<file path="src/rtl/maxpool1d.sv">
// Streaming 1-D max pooling over non-overlapping windows of POOL_SIZE signed samples,
// with valid/ready handshakes on both sides and a registered result stage.
module maxpool1d #(
  parameter int DATA_WIDTH = 12,
  parameter int POOL_SIZE  = 2
) (
  input  logic                  clk,
  input  logic                  rst,
  output logic                  maxpool_ready_in,
  input  logic                  maxpool_valid_in,
  input  logic [DATA_WIDTH-1:0] maxpool_data_in,
  input  logic                  maxpool_ready_out,
  output logic                  maxpool_valid_out,
  output logic [DATA_WIDTH-1:0] maxpool_data_out
);

  localparam int CNT_W = (POOL_SIZE > 1) ? $clog2(POOL_SIZE) : 1;
  localparam logic [CNT_W-1:0] LAST = CNT_W'(POOL_SIZE - 1);

  logic [CNT_W-1:0]      count;
  logic [DATA_WIDTH-1:0] run_max;
  logic [DATA_WIDTH-1:0] merged;
  logic [DATA_WIDTH-1:0] result;
  logic                  in_xfer;
  logic                  out_xfer;

  // The only stall source is a held result that downstream has not taken.
  assign maxpool_ready_in = ~maxpool_valid_out | maxpool_ready_out;
  assign in_xfer          = maxpool_valid_in & maxpool_ready_in;
  assign out_xfer         = maxpool_valid_out & maxpool_ready_out;

  assign merged = ($signed(maxpool_data_in) > $signed(run_max)) ? maxpool_data_in : run_max;
  assign result = (POOL_SIZE == 1) ? maxpool_data_in : merged;

  // A window completion in the same cycle as an output transfer keeps valid high.
  always_ff @(posedge clk or negedge rst) begin
    if (!rst) begin
      count             <= '0;
      run_max           <= '0;
      maxpool_valid_out <= 1'b0;
      maxpool_data_out  <= '0;
    end else begin
      if (out_xfer) begin
        maxpool_valid_out <= 1'b0;
      end
      if (in_xfer) begin
        if (count == LAST) begin
          maxpool_data_out  <= result;
          maxpool_valid_out <= 1'b1;
          count             <= '0;
        end else begin
          run_max <= (count == '0) ? maxpool_data_in : merged;
          count   <= count + CNT_W'(1);
        end
      end
    end
  end

endmodule

</file>
<file path="config.mk">
export PLATFORM = sky130hd
export DESIGN_NAME = maxpool1d
export DESIGN_NICKNAME = d
export VERILOG_FILES = /design/src/rtl/maxpool1d.sv
export SDC_FILE = /design/constraint.sdc
export NUM_CORES = 1
export LEC_CHECK = 0
export ABC_CLOCK_PERIOD_IN_PS = 6150
export CAP_MARGIN = 20
export CELL_PAD_IN_SITES_DETAIL_PLACEMENT = 0
export CELL_PAD_IN_SITES_GLOBAL_PLACEMENT = 1
export CORE_UTILIZATION = 41
export CTS_CLUSTER_SIZE = 12
export DETAILED_ROUTE_END_ITERATION = 7
export PLACE_DENSITY_LB_ADDON = 0.1
export SYNTH_ARGS = -nofsm -noshare
export SYNTH_HDL_FRONTEND = slang
export SYNTH_SLANG_ARGS = --single-unit
</file>
<file path="constraint.sdc">
create_clock -name clk -period 6.15 [get_ports clk]
set_input_delay 1.23 -clock clk [delete_from_list [all_inputs] [get_ports clk]]
set_output_delay 1.23 -clock clk [all_outputs]
set_load 0.1 [all_outputs]
</file>
# Yosys cells after proc, flatten, opt, wreduce, memory -nomap -nowiden
# Index checks and enable logic that the tools add are counted.
# W data, S select, Z words.
dict set report word_totals {
  register_bits 26
  latch_bits 0
  ramBits 0
  rom_bits 0
  input_bits 16
  out_inout_bits 14
  wordCells 18
  mem_count 0
}
dict set report op_classes {
  addsub 1
  n_mul 0
  div 0
  order_cmp 1
  eq_ne 0
  shifts 0
  n_mux 5
  n_bitwise 5
  reduce_logical 2
}
# op n
set op_table {}
lappend op_table {{$gt A12 B12 Y1} 1}
lappend op_table {{$mux W12} 1}
lappend op_table {{$mux W1} 4}
lappend op_table {{$reduce_and A2 Y1} 2}
lappend op_table {{$and A1 B1 Y1} 2}
lappend op_table {{$not A1 Y1} 2}
lappend op_table {{$add A1 B1 Y1 const B} 1}
lappend op_table {{$or A1 B1 Y1} 1}

# Logic depth before layout (Yosys ltp)
# Gate-level depths: netlist (run 1).
dict set report depth {
  ltp_word 4
  ltp_mapped 9
  ltp_nobuf 8
}

# Worst setup path before layout (run 1)
# Ideal clock, no wire load.
dict set report synth_path {
  kind {input-to-output}
  start {input port maxpool_ready_out}
  end {output port maxpool_ready_in}
  arrival_time_ns 2.032
  setup_slack_ns 2.888
  cell_stages 1
  path_cell_list {nand2b_1}
}
dict set report synth_between {
  elab_chain_len 1
}
# element line
set synth_rtl {}
lappend synth_rtl {{start, declared} 12} ;# input logic maxpool_ready_out,
lappend synth_rtl {{$or A1 B1 Y1} 28} ;# assign maxpool_ready_in = ~maxpool_valid_out | maxpool_ready_out;
lappend synth_rtl {{end, declared} 9} ;# output logic maxpool_ready_in,
# No other way between the ends.

# Worst setup path after layout (run 1)
# Ends and elaborated chain as after synthesis.

==> impl_metrics.ini, run 1 <==
[route]
via_count = 1044
dr.pass1.iters = 4
via_per_inst = 5.168
ant_nets = 0
drt_iter0_drc = 22
post-route-drc-count = 0
wl_per_cell_um = 13.65
wl_um = 2757

[setup_path]
crit_path_top_delay_cell = clkdlybuf4s50_1
crit_start = maxpool_ready_out
arrival_ns = 2.99
cp-end-kind = primary output
cp.required_ns = 4.92
crit_type = in2out
crit_family = buffers and inverters
cp_common_cell = clkdlybuf4s50_1
start_kind = input pin
crit_fanout = 4
slowest_delay_ns = 1.15
reg2reg_from = run_max[11]$_DFFE_PN0P_
worst-path-buf-inv = 2
path_cells = clkdlybuf4s50_1 > nand2b_1 > clkdlybuf4s50_1

[yosys]
ys_ff_latch = 26
synth_xor_area_share_pct = 0.6416
synth_top_area_share_pct = 47.66
yosysTopAreaCell = dfrtp_1
synth-compound-area-share_pct = 24.93
postSynthAreaPerCell_sq_um = 10.66
ys.warnings.count = 0
synthAdderAreaFrac_pct = 11.00
synth_area_sq_um = 1365
synth-simple-area-share_pct = 9.074
synth_top_family_by_area = compound AO/OA/AOI/OAI gates
yosysSeqAreaShare_pct = 47.66
synth_ff_type = dfrtp_1
synth_nets = 156
synth_edf_count = 0
synth.mux.area_fraction_pct = 0.8249
async_flop_share_pct = 100.0
syn_inst = 128
synth.distinct_cells = 29
ys_top_cells_by_count = dfrtp_1 (26), nand2_1 (15), a21o_1 (12), ha_1 (12), inv_1 (12)
synthTopCellsByArea = dfrtp_1 (48%), ha_1 (11%), a22o_2 (7.3%)
synth_most_common_cell = dfrtp_1

[clock_tree]
cts.path.max_buffers = 2
cts_tree = done
numCtsBuffers = 3
post_cts_resized = 0
cts_hold_buffers = 0
cts_root_buf = clkbuf_4
clk_latency_ns = 0.32
cts.clk_slew.worst_paths_ns = 0.14
clock_sinks = 26
post_cts_buffers = 0
h-tree-depth = 1

[sta]
min_period_ns = 4.219
max_slew_margin_pct = 30.36
tightest_slew_ns = 1.045
rsz0062_at_grt = no
finalClockSkew_ns = 0.004858
finalHoldViolations = 0
setup_viol = 0
tns_ns = 0
finalMaxSlewViolations = 0
fmax_ghz = 0.2370
min_period_over_period_pct = 68.59

[run]
maxCapViolCount = 0

[global_routing]
antenna_found_initial = 0
overflow = 0
grt_max_degree = 24
grt_pass1_vias = 1067
grt_use_met1_pct = 24.69
use_met2_pct = 30.63
grt_pass1_wl_um = 4816
grtUsageTotal_pct = 18.48
busiest_layer = met2
globalRouteMet3Util_pct = 2.165

[finish]
multiInputGateArea_sq_um = 634.4
fillers = 305
antenna_cells = 0
final-seq-area_sq_um = 650.6
drive_above_1_share_pct = 12.03
fin_nets = 187
area_delta_synth_final_pct = 27.04

[placement]
routabilityCongestion = 0.7204
dp.final_hpwl_um = 2005
portBuffers = 29

[floorplan]
io_pins = 30
design.core.area_sq_um = 3103
row_count = 20
die_w_um = 59.70
die_h_um = 59.70
dieArea_sq_um = 3564
start_util_pct = 43.99

[outcome]
status = complete, no violations

[hold_path]
hold_start = run_max[3]$_DFFE_PN0P_
hp-class = reg2reg
metal layers:
| metal | part of all wire [%] | wire [um] | vias up |
|---|---|---|---|
| met4 | 0.98 | 27 | 0 |
| met2 | 47 | 1298 | 21 |
| met5 | 0 | 0 | - |
| met1 | 48 | 1321 | 501 |
| li1 | - | - | 518 |
| met3 | 3.9 | 108 | 4 |
path summary, 6_finish.rpt:
kind / endpoint / slack [ns] / depth (start not counted)
min in group asynchronous: maxpool_data_out[3]$_DFFE_PN0P_ / 1.28 / 1
setup / recovery: maxpool_ready_in / 1.93 / 3
hold / removal: maxpool_data_out[3]$_DFFE_PN0P_ / 0.49 / 1
hold reg to reg: maxpool_data_out[3]$_DFFE_PN0P_ / 0.49 / 1
setup reg to reg: maxpool_data_out[1]$_DFFE_PN0P_ / 3.54 / 7
max in group asynchronous: run_max[8]$_DFFE_PN0P_ / 4.36 / 2
state kept, by name (all words and copies together) (netlist names):
signal,flops
maxpool_data_out,12
maxpool_valid_out,1
run_max,12
count,1
kinds of logic (layout without fill, tap and decap cells):
| kind of cell | Yosys count | in the layout |
|---|---|---|
| flops | 26 | 26 |
| compound gates | 45 | 45 |
| xor+xnor | 1 | 1 |
| buf+inv | 17 | 47 |
| fa+ha+maj | 12 | 12 |
| simple gates | 26 | 26 |
| mux | 1 | 1 |
layout by cell type (no fill, tap or decap):
cell type,Yosys,layout
a2111o_1,1,1
a21o_1,12,12
a21oi_1,4,4
a22o_1,2,2
a22o_2,10,10
a311oi_2,1,1
and3_1,1,1
buf_4,0,1
buf_8,0,1
clkbuf_4,0,3
clkbuf_8,0,1
clkdlybuf4s50_1,0,29
dfrtp_1,26,26
ha_1,12,12
inv_1,12,12
mux2_2,1,1
nand2_1,15,15
nand2b_1,1,1
nand3_1,1,1
nand4_1,1,1
nand4_2,1,1
nor2_1,2,2
nor2b_1,2,2
nor3_1,1,1
nor4_1,1,1
o211ai_1,1,1
o21ai_0,11,11
o21ba_1,1,1
o22ai_1,1,1
o31ai_1,1,1
xnor2_1,1,1
stage by stage:
stage                     worst slack, ns  cell area (sq um)  hold WS, ns  instances  util (%)
after CTS                           1.925               1734       0.4930        202     55.89
final                               1.931               1734       0.4899        202     55.89
after global routing                1.835               1734       0.5179        202     55.89
after detailed placement            1.926               1698       0.4605        198     54.72
after global placement              1.943               1683       0.4564        197     54.23
after floorplan                     2.888               1365       0.4491        128         -
final cells by class:
cell class              count  share of cell area [%]
well taps                  44                   3.175
inverters                  12                   2.597
multi-input cells          85                   36.58
repair buffers             31                   18.04
clock buffers               4                   2.092
flip-flops and latches     26                   37.52
Power of run 1 is left out: the tool's default activity adds up to more than one toggle a clock period on the data nets, which glitch-free logic cannot reach.
==> inputs of run 2 (changes only) <==
- ABC_CLOCK_PERIOD_IN_PS: 6150 -> 3400
- CORE_UTILIZATION: 41 -> 34
- clock period: 6.15 -> 3.4 ns (I/O delays scaled with it)
==> run 2 against run 1 <==
- hold slack got worse by 0.0089 ns
- cell count increased by 2.5%
- utilization decreased by 9.6 points
- non-clock buffer count increased by 1
- critical path depth increased by 4
- sequential share of layout area about the same
- first-iteration DRC count increased by 110%
- register-to-register slack got worse by 2.7 ns
- wire length increased by 0.44%
- clock skew about the same
- via count decreased by 0.57%
- critical path type is now in2reg
- largest cell class unchanged
==> impl_metrics.ini, run 2 (same netlist as run 1, synthesis figures left out) <==
[outcome]
status = complete, no violations

[finish]
fillers = 372
fin_nets = 188
final_common_cell = dfrtp_1
reg_top3 = maxpool_data_out (12), run_max (12)
multiInputGateArea_sq_um = 634.4
drive_above_1_share_pct = 18.87
final-seq-area_sq_um = 650.6
antenna_cells = 0
layout_common_cells = dfrtp_1 (26), clkdlybuf4s50_1 (19), nand2_1 (15)
area_delta_synth_final_pct = 26.95

[setup_path]
crit_type = in2reg
crit_fanout = 12
cp.required_ns = 3.61
crit_start = maxpool_data_in[11]
start_kind = input pin
cp-end-kind = flop
arrival_ns = 3.24
reg2reg_from = run_max[11]$_DFFE_PN0P_

[sta]
tns_ns = 0
holdWs_ns = 0.4810
fmax_ghz = 0.3300
min_period_over_period_pct = 89.12
setup_viol = 0
min_period_ns = 3.030
max_slew_margin_pct = 35.04
finalClockSkew_ns = 0.005325
finalMaxSlewViolations = 0
rsz0062_at_grt = no
tightest_slew_ns = 0.9745
finalHoldViolations = 0

[hold_path]
hold_start = run_max[2]$_DFFE_PN0P_
hp-class = reg2reg

[route]
wl_um = 2769
wl_per_cell_um = 13.38
post-route-drc-count = 0
drt_iter0_drc = 46
via_per_inst = 5.014
dr.pass1.iters = 4
ant_nets = 0
via_count = 1038

[clock_tree]
cts.clk_slew.worst_paths_ns = 0.09
post_cts_resized = 0
h-tree-depth = 1
clock_sinks = 26
cts_root_buf = clkbuf_8
cts_tree = done
post_cts_buffers = 0
clk_latency_ns = 0.27
cts_hold_buffers = 0
cts.path.max_buffers = 2
numCtsBuffers = 3

[floorplan]
die_h_um = 65.37
dieArea_sq_um = 4273
start_util_pct = 36.46
row_count = 22
die_w_um = 65.37
design.core.area_sq_um = 3744
io_pins = 30

[placement]
portBuffers = 29
dp.final_hpwl_um = 1974
routabilityCongestion = 0.7509

[run]
maxCapViolCount = 0

[global_routing]
grt_pass1_vias = 985
antenna_found_initial = 0
grt_max_degree = 27
grt_pass1_wl_um = 4705
overflow = 0
grtUsageTotal_pct = 14.29
## run 2: changes by cell type in the layout (fill, tap and decap cells not counted)
cell             previous run  this run
buf_8                       1         0
clkbuf_8                    1         4
clkdlybuf4s50_1            29        19
clkbuf_4                    3         0
buf_4                       1        13
## run 2: worst paths after layout
check | endpoint | slack [ns] | cells after the start
worst max-delay path | maxpool_data_out[10]$_DFFE_PN0P_ | 0.37 | 7
worst min register to register | maxpool_data_out[2]$_DFFE_PN0P_ | 0.48 | 1
min in group asynchronous | maxpool_data_out[4]$_DFFE_PN0P_ | 0.78 | 2
worst max register to register | maxpool_data_out[10]$_DFFE_PN0P_ | 0.85 | 7
worst min-delay path | maxpool_data_out[2]$_DFFE_PN0P_ | 0.48 | 1
max in group asynchronous | run_max[11]$_DFFE_PN0P_ | 2.37 | 2
## run 2: layout make-up
type | instances | area share [%]
timing repair buffer | 32 | 16.61
tap | 48 | 3.466
sequential | 26 | 37.55
inverter | 12 | 2.599
multi-input combinational | 85 | 36.61
clock buffer | 4 | 3.177
## run 2: metal layers
metal  track usage (%)  part of all wire (%)
met1             19.54                    50
met2             23.45                    45
met3             3.472                   4.9
met4             1.630                  0.47
met5                 0                     0
## run 2: metrics by stage
step	util, %	cell area, sq um	instances	worst slack [ns]
4_1_cts	46.29	1733	207	0.3342
6_report	46.29	1733	207	0.3700
3_5_place_dp	44.82	1678	203	0.05961
5_1_grt	46.29	1733	207	0.1861
2_1_floorplan	-	1365	128	0.5100
3_3_place_gp	44.82	1678	203	0.05214
## run 2: critical path, stage by stage
cell,delay (ns)
clkdlybuf4s50_1,0.44
ha_1,0.35
nand4_2,0.16
a2111o_1,0.44
a311oi_2,0.80
a22o_2,0.27
a21o_1,0.09
Power of run 2 is left out for the same reason.
